--- src/rtl/inst_word_encoder_if.sv ---
// inst_word_encoder_if: field-bundle beat channel (valid/ready plus RV32I fields) feeding the encoder.
interface inst_word_encoder_if;
    logic        valid;
    logic        ready;
    logic [2:0]  fmt;
    logic [6:0]  opcode;
    logic [4:0]  rd;
    logic [4:0]  rs1;
    logic [4:0]  rs2;
    logic [2:0]  funct3;
    logic [6:0]  funct7;
    logic [31:0] imm;
    logic        last;
    modport master (output valid, fmt, opcode, rd, rs1, rs2, funct3, funct7, imm, last, input ready);
    modport slave  (input valid, fmt, opcode, rd, rs1, rs2, funct3, funct7, imm, last, output ready);
endinterface

--- src/rtl/inst_word_encoder.sv ---
// inst_word_encoder: packs RV32I field bundles into words and streams them to IMEM at consecutive addresses.
// Define INST_ENC_CHECK_EN to reject immediates that do not fit their format.
module inst_word_encoder #(
    parameter int ADDR_W    = 10,
    parameter int BASE_ADDR = 0
) (
    input  logic                 clk_i,
    input  logic                 rst_i,
    input  logic                 start_i,
    inst_word_encoder_if.slave   bus,
    output logic                 imem_we_o,
    output logic [ADDR_W-1:0]    imem_addr_o,
    output logic [31:0]          imem_wdata_o,
    output logic                 busy_o,
    output logic                 done_o,
    output logic                 err_o,
    output logic [ADDR_W:0]      count_o
);
    typedef enum logic [2:0] {IDLE, RUN, FLUSH, FULL, DONE} state_t;
    localparam logic [ADDR_W:0] DEPTH = {1'b1, {ADDR_W{1'b0}}};
    state_t            state_q, state_d;
    logic [ADDR_W-1:0] addr_q, addr_d;
    logic [ADDR_W:0]   count_q, count_d;
    logic              we_q, we_d, done_q, done_d, err_q, err_d;
    logic [31:0]       wdata_q, wdata_d, word;
    logic              legal, chk_ok, accept;
    logic [31:0]       imm;
    assign imm = bus.imm;
`ifdef INST_ENC_CHECK_EN
    logic s12, s13, s21;
    assign s12 = &imm[31:11] | ~|imm[31:11];
    assign s13 = &imm[31:12] | ~|imm[31:12];
    assign s21 = &imm[31:20] | ~|imm[31:20];
    assign chk_ok = (bus.fmt == 3'd1 || bus.fmt == 3'd2) ? s12 :
                    bus.fmt == 3'd3 ? s13 & ~imm[0] :
                    bus.fmt == 3'd4 ? ~|imm[11:0] :
                    bus.fmt == 3'd5 ? s21 & ~imm[0] : 1'b1;
`else
    logic unused_imm0;
    assign unused_imm0 = imm[0];
    assign chk_ok = 1'b1;
`endif
    always_comb begin
        word = '0;
        case (bus.fmt)
            3'd0: word = {bus.funct7, bus.rs2, bus.rs1, bus.funct3, bus.rd, bus.opcode};
            3'd1: word = {imm[11:0], bus.rs1, bus.funct3, bus.rd, bus.opcode};
            3'd2: word = {imm[11:5], bus.rs2, bus.rs1, bus.funct3, imm[4:0], bus.opcode};
            3'd3: word = {imm[12], imm[10:5], bus.rs2, bus.rs1, bus.funct3, imm[4:1], imm[11], bus.opcode};
            3'd4: word = {imm[31:12], bus.rd, bus.opcode};
            3'd5: word = {imm[20], imm[10:1], imm[11], imm[19:12], bus.rd, bus.opcode};
            default: word = '0;
        endcase
    end
    assign legal     = (bus.fmt < 3'd6) && chk_ok;
    // The in-flight write counts against capacity so the last slot is never overbooked.
    assign bus.ready = (state_q == RUN) && ((count_q + (ADDR_W+1)'(we_q)) < DEPTH);
    assign accept    = bus.valid && bus.ready;
    always_comb begin
        state_d = state_q;
        addr_d  = addr_q + ADDR_W'(we_q);
        count_d = count_q + (ADDR_W+1)'(we_q);
        we_d    = accept && legal;
        wdata_d = we_d ? word : wdata_q;
        done_d  = 1'b0;
        err_d   = err_q || (accept && !legal);
        case (state_q)
            IDLE, DONE: if (start_i) begin
                state_d = RUN;
                addr_d  = ADDR_W'(BASE_ADDR);
                count_d = '0;
                err_d   = 1'b0;
            end
            RUN: if (accept && bus.last) state_d = FLUSH;
                 else if (count_d == DEPTH) begin
                     state_d = FULL;
                     err_d   = 1'b1;
                 end
            FLUSH, FULL: begin
                state_d = DONE;
                done_d  = 1'b1;
            end
            default: state_d = IDLE;
        endcase
    end
    always_ff @(posedge clk_i or posedge rst_i) begin
        if (rst_i) begin
            state_q <= IDLE;
            addr_q  <= ADDR_W'(BASE_ADDR);
            count_q <= '0;
            we_q    <= 1'b0;
            wdata_q <= '0;
            done_q  <= 1'b0;
            err_q   <= 1'b0;
        end else begin
            state_q <= state_d;
            addr_q  <= addr_d;
            count_q <= count_d;
            we_q    <= we_d;
            wdata_q <= wdata_d;
            done_q  <= done_d;
            err_q   <= err_d;
        end
    end
    assign imem_we_o    = we_q;
    assign imem_addr_o  = addr_q;
    assign imem_wdata_o = wdata_q;
    assign busy_o       = (state_q == RUN) || (state_q == FLUSH) || (state_q == FULL);
    assign done_o       = done_q;
    assign err_o        = err_q;
    assign count_o      = count_q;
endmodule

--- src/flat_wrapper.sv ---
// flat-port wrapper written by rule: the top's interface ports become plain ports
module inst_word_encoder_flat 
#(
    parameter int ADDR_W    = 10,
    parameter int BASE_ADDR = 0
)
  (clk_i, rst_i, start_i, imem_we_o, imem_addr_o, imem_wdata_o, busy_o, done_o, err_o, count_o, bus_valid, bus_fmt, bus_opcode, bus_rd, bus_rs1, bus_rs2, bus_funct3, bus_funct7, bus_imm, bus_last, bus_ready);
  inst_word_encoder_if bus_i ();
  input  logic clk_i;
  input  logic rst_i;
  input  logic start_i;
  output logic imem_we_o;
  output logic [ADDR_W-1:0] imem_addr_o;
  output logic [31:0] imem_wdata_o;
  output logic busy_o;
  output logic done_o;
  output logic err_o;
  output logic [ADDR_W:0] count_o;
  input wire logic [$bits(bus_i.valid)-1:0] bus_valid;
  input wire logic [$bits(bus_i.fmt)-1:0] bus_fmt;
  input wire logic [$bits(bus_i.opcode)-1:0] bus_opcode;
  input wire logic [$bits(bus_i.rd)-1:0] bus_rd;
  input wire logic [$bits(bus_i.rs1)-1:0] bus_rs1;
  input wire logic [$bits(bus_i.rs2)-1:0] bus_rs2;
  input wire logic [$bits(bus_i.funct3)-1:0] bus_funct3;
  input wire logic [$bits(bus_i.funct7)-1:0] bus_funct7;
  input wire logic [$bits(bus_i.imm)-1:0] bus_imm;
  input wire logic [$bits(bus_i.last)-1:0] bus_last;
  output wire logic [$bits(bus_i.ready)-1:0] bus_ready;
  assign bus_i.valid = bus_valid;
  assign bus_i.fmt = bus_fmt;
  assign bus_i.opcode = bus_opcode;
  assign bus_i.rd = bus_rd;
  assign bus_i.rs1 = bus_rs1;
  assign bus_i.rs2 = bus_rs2;
  assign bus_i.funct3 = bus_funct3;
  assign bus_i.funct7 = bus_funct7;
  assign bus_i.imm = bus_imm;
  assign bus_i.last = bus_last;
  assign bus_ready = bus_i.ready;
  inst_word_encoder #(.ADDR_W(ADDR_W), .BASE_ADDR(BASE_ADDR)) u_core (.clk_i(clk_i), .rst_i(rst_i), .start_i(start_i), .bus(bus_i), .imem_we_o(imem_we_o), .imem_addr_o(imem_addr_o), .imem_wdata_o(imem_wdata_o), .busy_o(busy_o), .done_o(done_o), .err_o(err_o), .count_o(count_o));
endmodule
--- config.mk ---
export PLATFORM = sky130hd
export DESIGN_NAME = inst_word_encoder_flat
export DESIGN_NICKNAME = d
export VERILOG_FILES = /design/src/rtl/inst_word_encoder_if.sv /design/src/rtl/inst_word_encoder.sv /design/src/flat_wrapper.sv
export SDC_FILE = /design/constraint.sdc
export NUM_CORES = 1
export LEC_CHECK = 0
export BUFFER_PORTS_ARGS = -buffer_cell sky130_fd_sc_hd__buf_2
export CORE_ASPECT_RATIO = 1.75
export CORE_MARGIN = 2
export CORE_UTILIZATION = 25
export CTS_CLUSTER_SIZE = 8
export DETAILED_ROUTE_END_ITERATION = 12
export PLACE_DENSITY = 0.47
export SLEW_MARGIN = 20
export SYNTH_ARGS = -nofsm -noshare
export SYNTH_HDL_FRONTEND = slang
export SYNTH_SLANG_ARGS = --single-unit
export TNS_END_PERCENT = 10
--- constraint.sdc ---
create_clock -name clk_i -period 2.1 [get_ports clk_i]
set_input_delay 0.105 -clock clk_i [delete_from_list [all_inputs] [get_ports clk_i]]
set_output_delay 0.105 -clock clk_i [all_outputs]
set_load 0.02 [all_outputs]
Word-level counts from Yosys, hierarchy flattened
Cells that the tools add are included.
Word-level totals
  memories kept: 0
  output and inout bits: 58
  bits in latches: 0
  logic and storage cells: 51
  memory bits (writable): 0
  register bits after elaboration: 59
  ROM bits: 0
Cells by class
  bitwise logic cells: 0
  mux-type cells: 14
  $mul: 0
  div/mod/pow operators: 0
  magnitude comparators: 2
  reduce and logical (&&, ||, !) cells: 14
  shift-type cells: 0
  add/subtract/negate cells: 2
  equal/unequal tests: 12
Operators by type and width (number)
  $pmux W32 S6: 1
  $mux W11: 2
  $mux W10: 2
  $eq A3 B2 Y1 const B: 4
  $add A11 B1 Y11: 1
  $eq A11 B11 Y1 const B: 1
  $lt A11 B11 Y1 const B: 1
  $add A10 B1 Y10: 1
  $eq A3 B3 Y1 const B: 3
  $mux W3: 3
  $pmux W3 S3: 1
  $eq A3 B1 Y1 const B: 2
  $logic_not A3 Y1: 2
  $logic_and A1 B1 Y1: 5
  $mux W1: 4
  $reduce_or A2 Y1: 2
  $logic_or A1 B1 Y1: 3
  $lt A3 B3 Y1 const B: 1
  $ne A3 B1 Y1 const B: 1
  $ne A2 B2 Y1 const B: 1
  $pmux W1 S2: 1
  $reduce_and A2 Y1: 1
  $logic_not A1 Y1: 1

Logic depth before layout (Yosys ltp)
Gate-level depths: netlist (run 1).
  word-level depth: 9
  gate-level depth with buffers: 9
  gate-level depth less buffers: 7

Worst setup path before layout (run 1)
OpenSTA, ideal clock, no wires.
  kind: reg2reg
  start point: register u_core.we_q (netlist: u_core.imem_we_o)
  end point: register u_core.wdata_q[0] (netlist: u_core.imem_wdata_o[0])
  setup time: 0.125 ns
  path slack: -0.330 ns
  data arrival time: 2.305 ns
  stages on the path, launching flop included: 8
  clock period less this slack: 2.430 ns
  path through: dfrtp_1 > ha_1 > ha_1 > nand4_1 > o31a_1 > or4_4 > buf_6 > mux2_4
Between the ends
  word-level cells in the longest chain between the ends: 5
Ends and longest elaborated chain
  from (decl): line inst_word_encoder.sv:24  | logic we_q, we_d, done_q, done_d, err_q, err_d;
  from (signal assigned): line inst_word_encoder.sv:99  | we_q <= we_d;
  $add A11 B1 Y11: line inst_word_encoder.sv:57  | assign bus.ready = (state_q == RUN) && ((count_q + (ADDR_W+1)'(we_q)) < DEPTH);
  $lt A11 B11 Y1: line inst_word_encoder.sv:57
  $logic_and A1 B1 Y1: line inst_word_encoder.sv:57
  $logic_and A1 B1 Y1: line inst_word_encoder.sv:58  | assign accept = bus.valid && bus.ready;
  $logic_and A1 B1 Y1: line inst_word_encoder.sv:63  | we_d = accept && legal;
  to (signal assigned): line inst_word_encoder.sv:100  | wdata_q <= wdata_d;
  to (decl): line inst_word_encoder.sv:25  | logic [31:0] wdata_q, wdata_d, word;
Every way passes these cells.
A chain may end at the register's enable or synchronous reset.

Final worst setup path (run 1)
  start point: register u_core.we_q (netlist: u_core.imem_we_o)
  end point: register u_core.wdata_q[6] (netlist: u_core.imem_wdata_o[6])
Same word-level chain as after synthesis.

==> results.sh, run 1 <==
export IMPL_p_clk_share_pct=30.7
export IMPL_synth_edf_count=0
export IMPL_cts_root_buf="clkbuf_16"
export IMPL_grt_max_degree=42
export IMPL_diodes=0
export IMPL_cts_tree="done"
export IMPL_syn_area_per_cell_um2=10.0
export IMPL_period_minus_slack_ps=2130
export IMPL_fin_nets=522
export IMPL_status="finished with violations"
export IMPL_clkLatencyLatePin_ps=320
export IMPL_slowest_delay_ps=460
export IMPL_ff2ff_setup_slack_ps=-30
export IMPL_critPathCaptureType="register"
export IMPL_start_kind="register"
export IMPL_finalMaxSlewViolations=0
export IMPL_yosysTopAreaCellShare_pct=49.7
export IMPL_synthTopCellsByArea="dfrtp_1 50%, a22oi_1 5.6%, nand2_1 5.1%"
export IMPL_slew_headroom_pct=58.3
export IMPL_p_total_w=0.00523
export IMPL_dr_pass1_iters=4
export IMPL_seq_area_frac_synth_pct=49.7
export IMPL_p_leak_nw=2.21
export IMPL_multi_input_area_um2=1430
export IMPL_place_ws_ps=-84.9
export IMPL_cp_common_cell="ha_4"
export IMPL_drt_iter0_drc=132
export IMPL_yosysMostFrequentCell="dfrtp_1"
export IMPL_seqPwrFrac_pct=32.8
export IMPL_track_usage_pct=13.8
export IMPL_power_density_nw_per_um2=1220
export IMPL_yosysUniqueCellTypes=40
export IMPL_cp_slowest_cell="or4_4"
export IMPL_switching_share_pct=35.2
export IMPL_cts_path_max_buffers=2
export IMPL_seqCellArea_um2=1480
export IMPL_peakVddDrop_v=0.000404
export IMPL_place_gp_congestion=0.770
export IMPL_ff2ff_path_depth=7
export IMPL_async_flop_share_pct=100
export IMPL_antenna_found_initial=0
export IMPL_synthFlopType="dfrtp_1"
export IMPL_area_growth_pct=44.8
export IMPL_hpwl_um=6510
export IMPL_layout_drive_gt1_share_pct=42.8
export IMPL_fill_cells=1191
export IMPL_port_buffers=129
export IMPL_clk_pin_slew_ps=50
export IMPL_hold_depth=2
export IMPL_vias=2714
export IMPL_grt_pass1_vias=2833
export IMPL_yosys_area_top_type="dfrtp_1"
export IMPL_reg2reg_to="u_core.imem_wdata_o[6]$_DFFE_PP0P_"
export IMPL_drcViolationCount=0
export IMPL_cp_required_ps=2300
export IMPL_core_area_um2=11600
export IMPL_detail_route_antenna_nets=0
export IMPL_yosysWarnings=0
export IMPL_worst_pin_slew_ps=625
export IMPL_die_h_um=148
export IMPL_finalWirelength_um=8340
export IMPL_netlist_instances=297
export IMPL_fmax_ghz=0.470
export IMPL_rsz0062_at_grt="true"
export IMPL_viasPerCell=4.63
export IMPL_crit_path_cell_trace="ha_4 -> ha_4 -> nand4_1 -> o31a_1 -> or4_4 -> buf_6 -> mux2_4"
export IMPL_timing_hold_ws_ps=14.3
export IMPL_placementRows=52
export IMPL_setup_viol=7
export IMPL_arrival_ps=2330
export IMPL_r2r_start="u_core.imem_we_o$_DFF_PP0_"
export IMPL_p_int_w=0.00339
export IMPL_clock_sinks=59
export IMPL_netlist_area_um2=2970
export IMPL_start_util_pct=25.7
export IMPL_fin_ws_ps=-29.2
export IMPL_final_hold_viol_count=0
export IMPL_htreeDepth=3
export IMPL_io_pins=130
export IMPL_synthesis_nets=373
export IMPL_violations="setup timing"
export IMPL_p_switching_w=0.00184
export IMPL_wl_per_cell_um=14.2
export IMPL_synth_seq_cells=59
export IMPL_critPathKind="register to register"
export IMPL_numCtsBuffers=9
export IMPL_period_share_pct=101
export IMPL_p_comb_share_pct=36.5
export IMPL_maxCapViolations=0
export IMPL_synth_commonest_cells="59 x dfrtp_1, 40 x nand2_1, 23 x nor2_1"
export IMPL_finalClockSkew_ps=5.42
export IMPL_grt_overflow_total=0
export IMPL_die_w_um=86.4
export IMPL_crit_start="u_core.imem_we_o$_DFF_PP0_"
export IMPL_critPathMaxFanout=6
export IMPL_die_area_um2=12800
export IMPL_min_to="u_core.imem_wdata_o[1]$_DFFE_PP0P_"
export IMPL_grt_first_pass_wirelength_um=14000
export IMPL_worstHoldStart="bus_opcode[1]"
export IMPL_hold_class="primary input to register"
-- state kept, by name, summed over array words and instances, names as in the netlist --
register and cells:
u_core.count_o 11, u_core.done_o 1, u_core.err_o 1, u_core.imem_addr_o 10
u_core.imem_wdata_o 32, u_core.imem_we_o 1, u_core.state_q 3
-- power by group through the flow --
stage / clock, W / sequential (W) / combinational (W)
3_5_place_dp: 0 / 0.00172 / 0.00189
5_1_grt: 0.00171 / 0.00177 / 0.00210
2_1_floorplan: 0 / 0.00215 / 0.000733
4_1_cts: 0.00165 / 0.00172 / 0.00191
6_report: 0.00161 / 0.00171 / 0.00191
3_3_place_gp: 0 / 0.00171 / 0.00187
-- stage by stage --
stage	setup TNS (ps)	cells	util [%]	cell area, um2
6_report	-171	586	37.2	4300
5_1_grt	-1950	586	37.2	4300
4_1_cts	-1650	586	37.0	4280
3_5_place_dp	-1640	566	33.8	3920
3_3_place_gp	-460	566	33.8	3920
2_1_floorplan	-1370	297	-	3000
-- what timing repair did --
action	CTS	global route
setup endpoints to repair	29	33
hold buffers	1	0
setup buffers	4	0
hold endpoints to repair	26	0
gates resized for setup	6	8
pin swaps	3	3
-- worst max-delay path by stage --
stage                                                endpoint  slack, ps  cells after the start
after floorplan            u_core.imem_wdata_o[0]$_DFFE_PP0P_        -90                      7
after global placement    u_core.imem_wdata_o[26]$_DFFE_PP0P_        -40                      8
after detailed placement  u_core.imem_wdata_o[26]$_DFFE_PP0P_        -80                      8
after CTS                 u_core.imem_wdata_o[26]$_DFFE_PP0P_        -70                      8
after global routing       u_core.imem_wdata_o[6]$_DFFE_PP0P_       -110                      7
final                      u_core.imem_wdata_o[6]$_DFFE_PP0P_        -30                      7
-- cells in the final DEF (no fill, tap or decap), drive strengths merged, types with 2 or more instances in the layout --
cell    netlist  routed
clkinv        0       3
bufinv        0       2
dfrtp        59      59
nor2         23      23
nand3         7       7
xor2          7       7
xnor2         6       6
a22oi        22      22
nor3          2       2
ha            4       4
nand2        40      40
inv           6       6
mux2         10      10
or3b          2       2
nor4          3       3
mux2i        11      11
a21oi        11      11
clkbuf       12      11
and2          6       6
or3           4       4
o22a          6       6
o21ai        31      31
and4          2       2
buf           5     154
nand4         5       5
-- worst max-delay path, delay by kind of cell (launching register included) --
kind,cells,cell delay [ps]
mux,1,300
fa+ha+maj,2,270
simple gates,2,560
buf+inv,1,170
compound gates,1,340
flops,1,380
-- layer usage --
layer,up-vias,wire length (um),track usage [%]
li1,1366,-,-
met5,-,0,0
met2,90,4520,24.4
met3,9,482,3.66
met1,1249,3200,15.7
met4,0,135,4.77
-- cells by family after synthesis --
logic type / after synthesis / synth area share [%]
AOI/OAI and AO/OA: 79 / 17.0
xor gates and xnor gates: 13 / 3.83
adders and majority gates: 4 / 1.68
buffers and inverters: 23 / 3.75
DFF: 59 / 49.7
muxes: 21 / 8.38
and+or+nand+nor: 98 / 15.7
-- area by class of cell --
| type | instances | area share, % |
|---|---|---|
| timing repair buffer | 155 | 20.5 |
| inverter | 6 | 0.523 |
| clock buffer | 11 | 5.87 |
| tap | 135 | 3.92 |
| multi-input combinational | 215 | 33.1 |
| sequential | 59 | 34.4 |
| clock inverter | 5 | 1.74 |
No activity file was read; power rests on OpenSTA's default activity.
==> inputs of run 2 (changes only) <==
--- a/config.mk
+++ b/config.mk
@@ -12,6 +12,7 @@
 export CTS_CLUSTER_SIZE = 8
 export DETAILED_ROUTE_END_ITERATION = 12
 export PLACE_DENSITY = 0.47
+export RECOVER_POWER = 25
 export SLEW_MARGIN = 20
 export SYNTH_ARGS = -nofsm -noshare
 export SYNTH_HDL_FRONTEND = slang
==> run 2 against run 1 <==
Net effect: the flow still finishes with violations (setup timing); first-iteration DRC count rose by 6.1%; clock power barely moved; largest power group unchanged; worst setup slack got worse by 1.4 ps; highest routed layer unchanged; fmax barely moved; core utilization fell by 0.097 points; hold slack barely moved.
==> results.sh, run 2 (synthesized netlist as in run 1, its figures left out) <==
export IMPL_status="finished with violations"
export IMPL_violations="setup timing"
export IMPL_placed_area_um2=3920
export IMPL_maxCapViolations=0
export IMPL_start_kind="register"
export IMPL_p_comb_share_pct=36.3
export IMPL_start_util_pct=25.7
export IMPL_cp_required_ps=2300
export IMPL_cts_root_buf="clkbuf_16"
export IMPL_worst_pin_slew_ps=1130
export IMPL_port_buffers=129
export IMPL_finalInstanceArea_um2=4290
export IMPL_finalSetupTns_ps=-179
export IMPL_ff2ff_setup_slack_ps=-30
export IMPL_worstHoldStart="bus_opcode[1]"
export IMPL_grt_max_degree=42
export IMPL_placementRows=52
export IMPL_cts_tree="done"
export IMPL_final_core_util_pct=37.1
export IMPL_rsz0062_at_grt="true"
export IMPL_place_gp_congestion=0.770
export IMPL_vias=2715
export IMPL_htreeDepth=3
export IMPL_power_density_nw_per_um2=1210
export IMPL_clkLatencyLatePin_ps=320
export IMPL_finalWirelength_um=8350
export IMPL_die_area_um2=12800
export IMPL_core_area_um2=11600
export IMPL_slew_headroom_pct=24.4
export IMPL_clk_pin_slew_ps=50
export IMPL_reg2reg_to="u_core.imem_wdata_o[6]$_DFFE_PP0P_"
export IMPL_largest_reg_flops=32
export IMPL_final_cell_mix="119 x buf_2, 57 x dfrtp_1, 39 x nand2_1"
export IMPL_grt_pass1_vias=2833
export IMPL_critPathCaptureType="register"
export IMPL_clock_sinks=59
export IMPL_hpwl_um=6510
export IMPL_final_common_cell="buf_2"
export IMPL_track_usage_pct=13.8
export IMPL_detail_route_antenna_nets=0
export IMPL_p_total_w=0.00521
export IMPL_antenna_found_initial=0
export IMPL_seqPwrFrac_pct=32.9
export IMPL_drcViolationCount=0
export IMPL_fin_ws_ps=-30.6
export IMPL_min_to="u_core.imem_wdata_o[1]$_DFFE_PP0P_"
export IMPL_finalMaxSlewViolations=0
export IMPL_cts_path_max_buffers=2
export IMPL_drt_iter0_drc=140
export IMPL_ff2ff_path_depth=7
export IMPL_period_minus_slack_ps=2130
export IMPL_period_share_pct=101
export IMPL_arrival_ps=2330
export IMPL_io_pins=130
export IMPL_diodes=0
export IMPL_critPathKind="register to register"
export IMPL_die_w_um=86.4
export IMPL_finalClockSkew_ps=5.56
export IMPL_wl_per_cell_um=14.2
export IMPL_viasPerCell=4.63
export IMPL_hold_class="primary input to register"
export IMPL_switching_share_pct=35.4
export IMPL_layout_drive_gt1_share_pct=40.6
export IMPL_p_int_w=0.00337
export IMPL_dr_pass1_iters=4
export IMPL_p_clk_share_pct=30.8
export IMPL_die_h_um=148
export IMPL_grt_first_pass_wirelength_um=14000
export IMPL_peakVddDrop_v=0.000402
export IMPL_p_switching_w=0.00185
export IMPL_p_leak_nw=2.18
export IMPL_final_hold_viol_count=0
export IMPL_critPathMaxFanout=6
export IMPL_numCtsBuffers=9
export IMPL_hold_depth=2
export IMPL_setup_viol=7
export IMPL_grt_overflow_total=0
export IMPL_area_growth_pct=44.4
export IMPL_fmax_ghz=0.469
export IMPL_r2r_start="u_core.imem_we_o$_DFF_PP0_"
export IMPL_fin_nets=522
-- run 2: power groups by stage --
stage	Sequential, W	Clock, W	Combinational (W)
floorplan	0.00215	0	0.000733
global placement	0.00171	0	0.00187
detailed placement	0.00172	0	0.00189
CTS	0.00172	0.00165	0.00191
global route	0.00177	0.00171	0.00207
finish	0.00172	0.00161	0.00189
-- run 2: how the worst max path moves through the flow --
stage,start,end,slack (ps)
after global routing,u_core.imem_we_o$_DFF_PP0_,u_core.imem_wdata_o[6]$_DFFE_PP0P_,-110
after detailed placement,u_core.count_o[0]$_DFF_PP0_,u_core.imem_wdata_o[26]$_DFFE_PP0P_,-80
after floorplan,u_core.imem_we_o$_DFF_PP0_,u_core.imem_wdata_o[0]$_DFFE_PP0P_,-90
final,u_core.imem_we_o$_DFF_PP0_,u_core.imem_wdata_o[6]$_DFFE_PP0P_,-30
after global placement,u_core.count_o[0]$_DFF_PP0_,u_core.imem_wdata_o[26]$_DFFE_PP0P_,-40
after CTS,u_core.imem_we_o$_DFF_PP0_,u_core.imem_wdata_o[26]$_DFFE_PP0P_,-70
-- run 2: worst max-delay path, cell delays in order (launching register included) --
cell and delay, ps:
dfrtp_2 380, ha_4 150, ha_4 120, nand4_1 100, o31a_1 340, or4_4 460
buf_6 170, mux2_4 300
-- run 2: layout make-up --
type	count	area, um2
inverters	6	22.5
flip-flops and latches	59	1480
well taps	135	169
multi-input cells	215	1430
clock inverters	5	75.1
repair buffers	155	870
fillers	1198	7290
clock buffers	11	253
-- run 2: stage by stage --
| stage | worst slack, ps | hold slack, ps | cells |
|---|---|---|---|
| floorplan | -86.8 | 246 | 297 |
| global placement | -44.8 | 245 | 566 |
| detailed placement | -84.9 | 228 | 566 |
| CTS | -69.7 | 6.04 | 586 |
| global route | -109 | 5.98 | 586 |
| finish | -30.6 | 14.5 | 586 |
-- run 2: layer usage --
layer / global-route usage [%] / part of all wire, % / vias to the layer above / wire [um]
li1: - / - / 1367 / -
met1: 15.7 / 38 / 1249 / 3210
met4: 4.77 / 1.6 / 0 / 135
met5: 0 / 0 / - / 0
met3: 3.66 / 5.7 / 9 / 475
met2: 24.4 / 54 / 90 / 4520
-- run 2: what timing repair did --
action	CTS	global route
gates cloned	0	0
gates resized for setup	6	8
buffers inserted	4	0
endpoints found under the hold margin	26	0
endpoints found under the setup margin	29	33
hold buffers	1	0
pin swaps	3	3
==> inputs of run 3 (changes only) <==
--- a/config.mk
+++ b/config.mk
@@ -11,6 +11,7 @@
 export CORE_UTILIZATION = 25
 export CTS_CLUSTER_SIZE = 8
 export DETAILED_ROUTE_END_ITERATION = 12
+export HOLD_SLACK_MARGIN = 0.06
 export PLACE_DENSITY = 0.47
 export RECOVER_POWER = 25
 export SLEW_MARGIN = 20
==> run 3 against run 2 <==
Net effect: the run still ends with setup timing left; worst setup slack lost 1.8 ps; total power grew 0.87%; wire length grew 3.5%; critical endpoint unchanged; largest power group unchanged.
==> results.sh, run 3 (synthesized netlist as in run 1, its figures left out) <==
export IMPL_grt_max_degree=42
export IMPL_area_growth_pct=52.5
export IMPL_die_h_um=148
export IMPL_final_common_cell="buf_2"
export IMPL_post_place_cells=566
export IMPL_viasPerCell=4.60
export IMPL_finalInstanceArea_um2=4530
export IMPL_worst_pin_slew_ps=1130
export IMPL_setup_viol=7
export IMPL_power_density_nw_per_um2=1160
export IMPL_ff2ff_setup_slack_ps=-30
export IMPL_layout_drive_gt1_share_pct=38.5
export IMPL_use_met2_pct=25.2
export IMPL_violations="setup timing"
export IMPL_p_leak_nw=2.28
export IMPL_die_area_um2=12800
export IMPL_p_int_w=0.00340
export IMPL_grt_busiest_layer="met2"
export IMPL_seqPwrFrac_pct=32.6
export IMPL_switching_share_pct=35.4
export IMPL_place_gp_congestion=0.770
export IMPL_cp_required_ps=2310
export IMPL_period_minus_slack_ps=2130
export IMPL_drt_iter0_drc=143
export IMPL_finalWirelength_um=8630
export IMPL_drcViolationCount=0
export IMPL_vias=2806
export IMPL_placementRows=52
export IMPL_status="finished with violations"
export IMPL_hold_depth=3
export IMPL_grt_pass1_vias=2932
export IMPL_grt_overflow_total=0
export IMPL_dr_pass1_iters=4
export IMPL_hpwl_um=6510
export IMPL_finalMaxSlewViolations=0
export IMPL_clock_sinks=59
export IMPL_reg2reg_to="u_core.imem_wdata_o[6]$_DFFE_PP0P_"
export IMPL_start_kind="register"
export IMPL_port_buffers=129
export IMPL_start_util_pct=25.7
export IMPL_placed_area_um2=3920
export IMPL_fin_ws_ps=-32.5
export IMPL_ff2ff_path_depth=7
export IMPL_met3_usage_pct=3.61
export IMPL_critPathKind="register to register"
export IMPL_detail_route_antenna_nets=0
export IMPL_fin_nets=546
export IMPL_slew_headroom_pct=24.5
export IMPL_min_to="u_core.imem_wdata_o[17]$_DFFE_PP0P_"
export IMPL_arrival_ps=2340
export IMPL_p_comb_share_pct=36.7
export IMPL_io_pins=130
export IMPL_maxCapViolations=0
export IMPL_largest_reg_flops=32
export IMPL_final_hold_viol_count=0
export IMPL_finalClockSkew_ps=5.48
export IMPL_peakVddDrop_v=0.000415
export IMPL_grt_first_pass_wirelength_um=14400
export IMPL_core_area_um2=11600
export IMPL_critPathMaxFanout=6
export IMPL_htreeDepth=3
export IMPL_p_clk_share_pct=30.6
export IMPL_grtUsageMet1_pct=16.2
export IMPL_r2r_start="u_core.imem_we_o$_DFF_PP0_"
export IMPL_die_w_um=86.4
export IMPL_final_cell_mix="119 x buf_2, 57 x dfrtp_1, 39 x nand2_1"
export IMPL_clk_pin_slew_ps=50
export IMPL_track_usage_pct=14.3
export IMPL_antenna_found_initial=0
export IMPL_fmax_ghz=0.469
export IMPL_final_cells=610
export IMPL_cts_tree="done"
export IMPL_diodes=0
export IMPL_numCtsBuffers=9
export IMPL_p_switching_w=0.00186
export IMPL_wl_per_cell_um=14.2
export IMPL_worstHoldStart="bus_rs1[2]"
export IMPL_cts_root_buf="clkbuf_16"
export IMPL_cts_path_max_buffers=2
export IMPL_critPathCaptureType="register"
export IMPL_period_share_pct=102
export IMPL_hold_class="primary input to register"
export IMPL_clkLatencyLatePin_ps=320
export IMPL_rsz0062_at_grt="true"
run 3: changes by cell type in the layout (fill, tap and decap cells not counted), sizes merged:
cell	delta
dlygate4sd3	+24
run 3: metrics by stage:
stage	hold slack, ps	TNS [ps]	util [%]	total power [W]	setup WS, ps
6_report	66.0	-187	39.1	0.00526	-32.5
5_1_grt	79.6	-1950	39.1	0.00560	-109
4_1_cts	68.4	-1650	39.0	0.00532	-69.7
3_5_place_dp	228	-1640	33.8	0.00361	-84.9
3_3_place_gp	245	-460	33.8	0.00359	-44.8
2_1_floorplan	246	-1370	-	0.00288	-86.8
run 3: cell type report:
| class | count | area [um2] |
|---|---|---|
| multi-input cells | 215 | 1430 |
| flip-flops and latches | 59 | 1480 |
| clock inverters | 5 | 75.1 |
| repair buffers | 179 | 1110 |
| inverters | 6 | 22.5 |
| well taps | 135 | 169 |
| clock buffers | 11 | 253 |
| fillers | 1176 | 7050 |
run 3: power groups by stage:
stage / combinational [W] / clock (W) / sequential, W
floorplan: 0.000733 / 0 / 0.00215
global placement: 0.00187 / 0 / 0.00171
detailed placement: 0.00189 / 0 / 0.00172
CTS: 0.00195 / 0.00165 / 0.00172
global route: 0.00212 / 0.00171 / 0.00177
finish: 0.00193 / 0.00161 / 0.00172
run 3: how the worst max path moves through the flow:
stage	end	slack (ps)	startpoint	cells after the start
after floorplan	u_core.imem_wdata_o[0]$_DFFE_PP0P_	-90	u_core.imem_we_o$_DFF_PP0_	7
after global placement	u_core.imem_wdata_o[26]$_DFFE_PP0P_	-40	u_core.count_o[0]$_DFF_PP0_	8
after detailed placement	u_core.imem_wdata_o[26]$_DFFE_PP0P_	-80	u_core.count_o[0]$_DFF_PP0_	8
after CTS	u_core.imem_wdata_o[26]$_DFFE_PP0P_	-70	u_core.imem_we_o$_DFF_PP0_	8
after global routing	u_core.imem_wdata_o[6]$_DFFE_PP0P_	-110	u_core.imem_we_o$_DFF_PP0_	7
final	u_core.imem_wdata_o[6]$_DFFE_PP0P_	-30	u_core.imem_we_o$_DFF_PP0_	7
run 3: metal layers:
| metal | vias up | wire length, um | share of wire, % |
|---|---|---|---|
| met3 | 11 | 478 | 5.5 |
| met5 | - | 0 | 0 |
| met1 | 1290 | 3280 | 38 |
| met4 | 0 | 167 | 1.9 |
| met2 | 91 | 4700 | 54 |
| li1 | 1414 | - | - |
run 3: what timing repair did:
| item | 4_1_cts | 5_1_grt |
|---|---|---|
| hold buffers | 25 | 0 |
| buffers inserted | 4 | 0 |
| pin swaps | 3 | 3 |
| resized for setup | 6 | 8 |
| endpoints found under the hold margin | 44 | 0 |
| setup endpoints to repair | 29 | 33 |
run 3: worst max-delay path, stage by stage (launching register included):
cell and delay (ps):
dfrtp_2 380, ha_4 150, ha_4 120, nand4_1 100, o31a_1 340, or4_4 460, buf_6 170, mux2_4 300
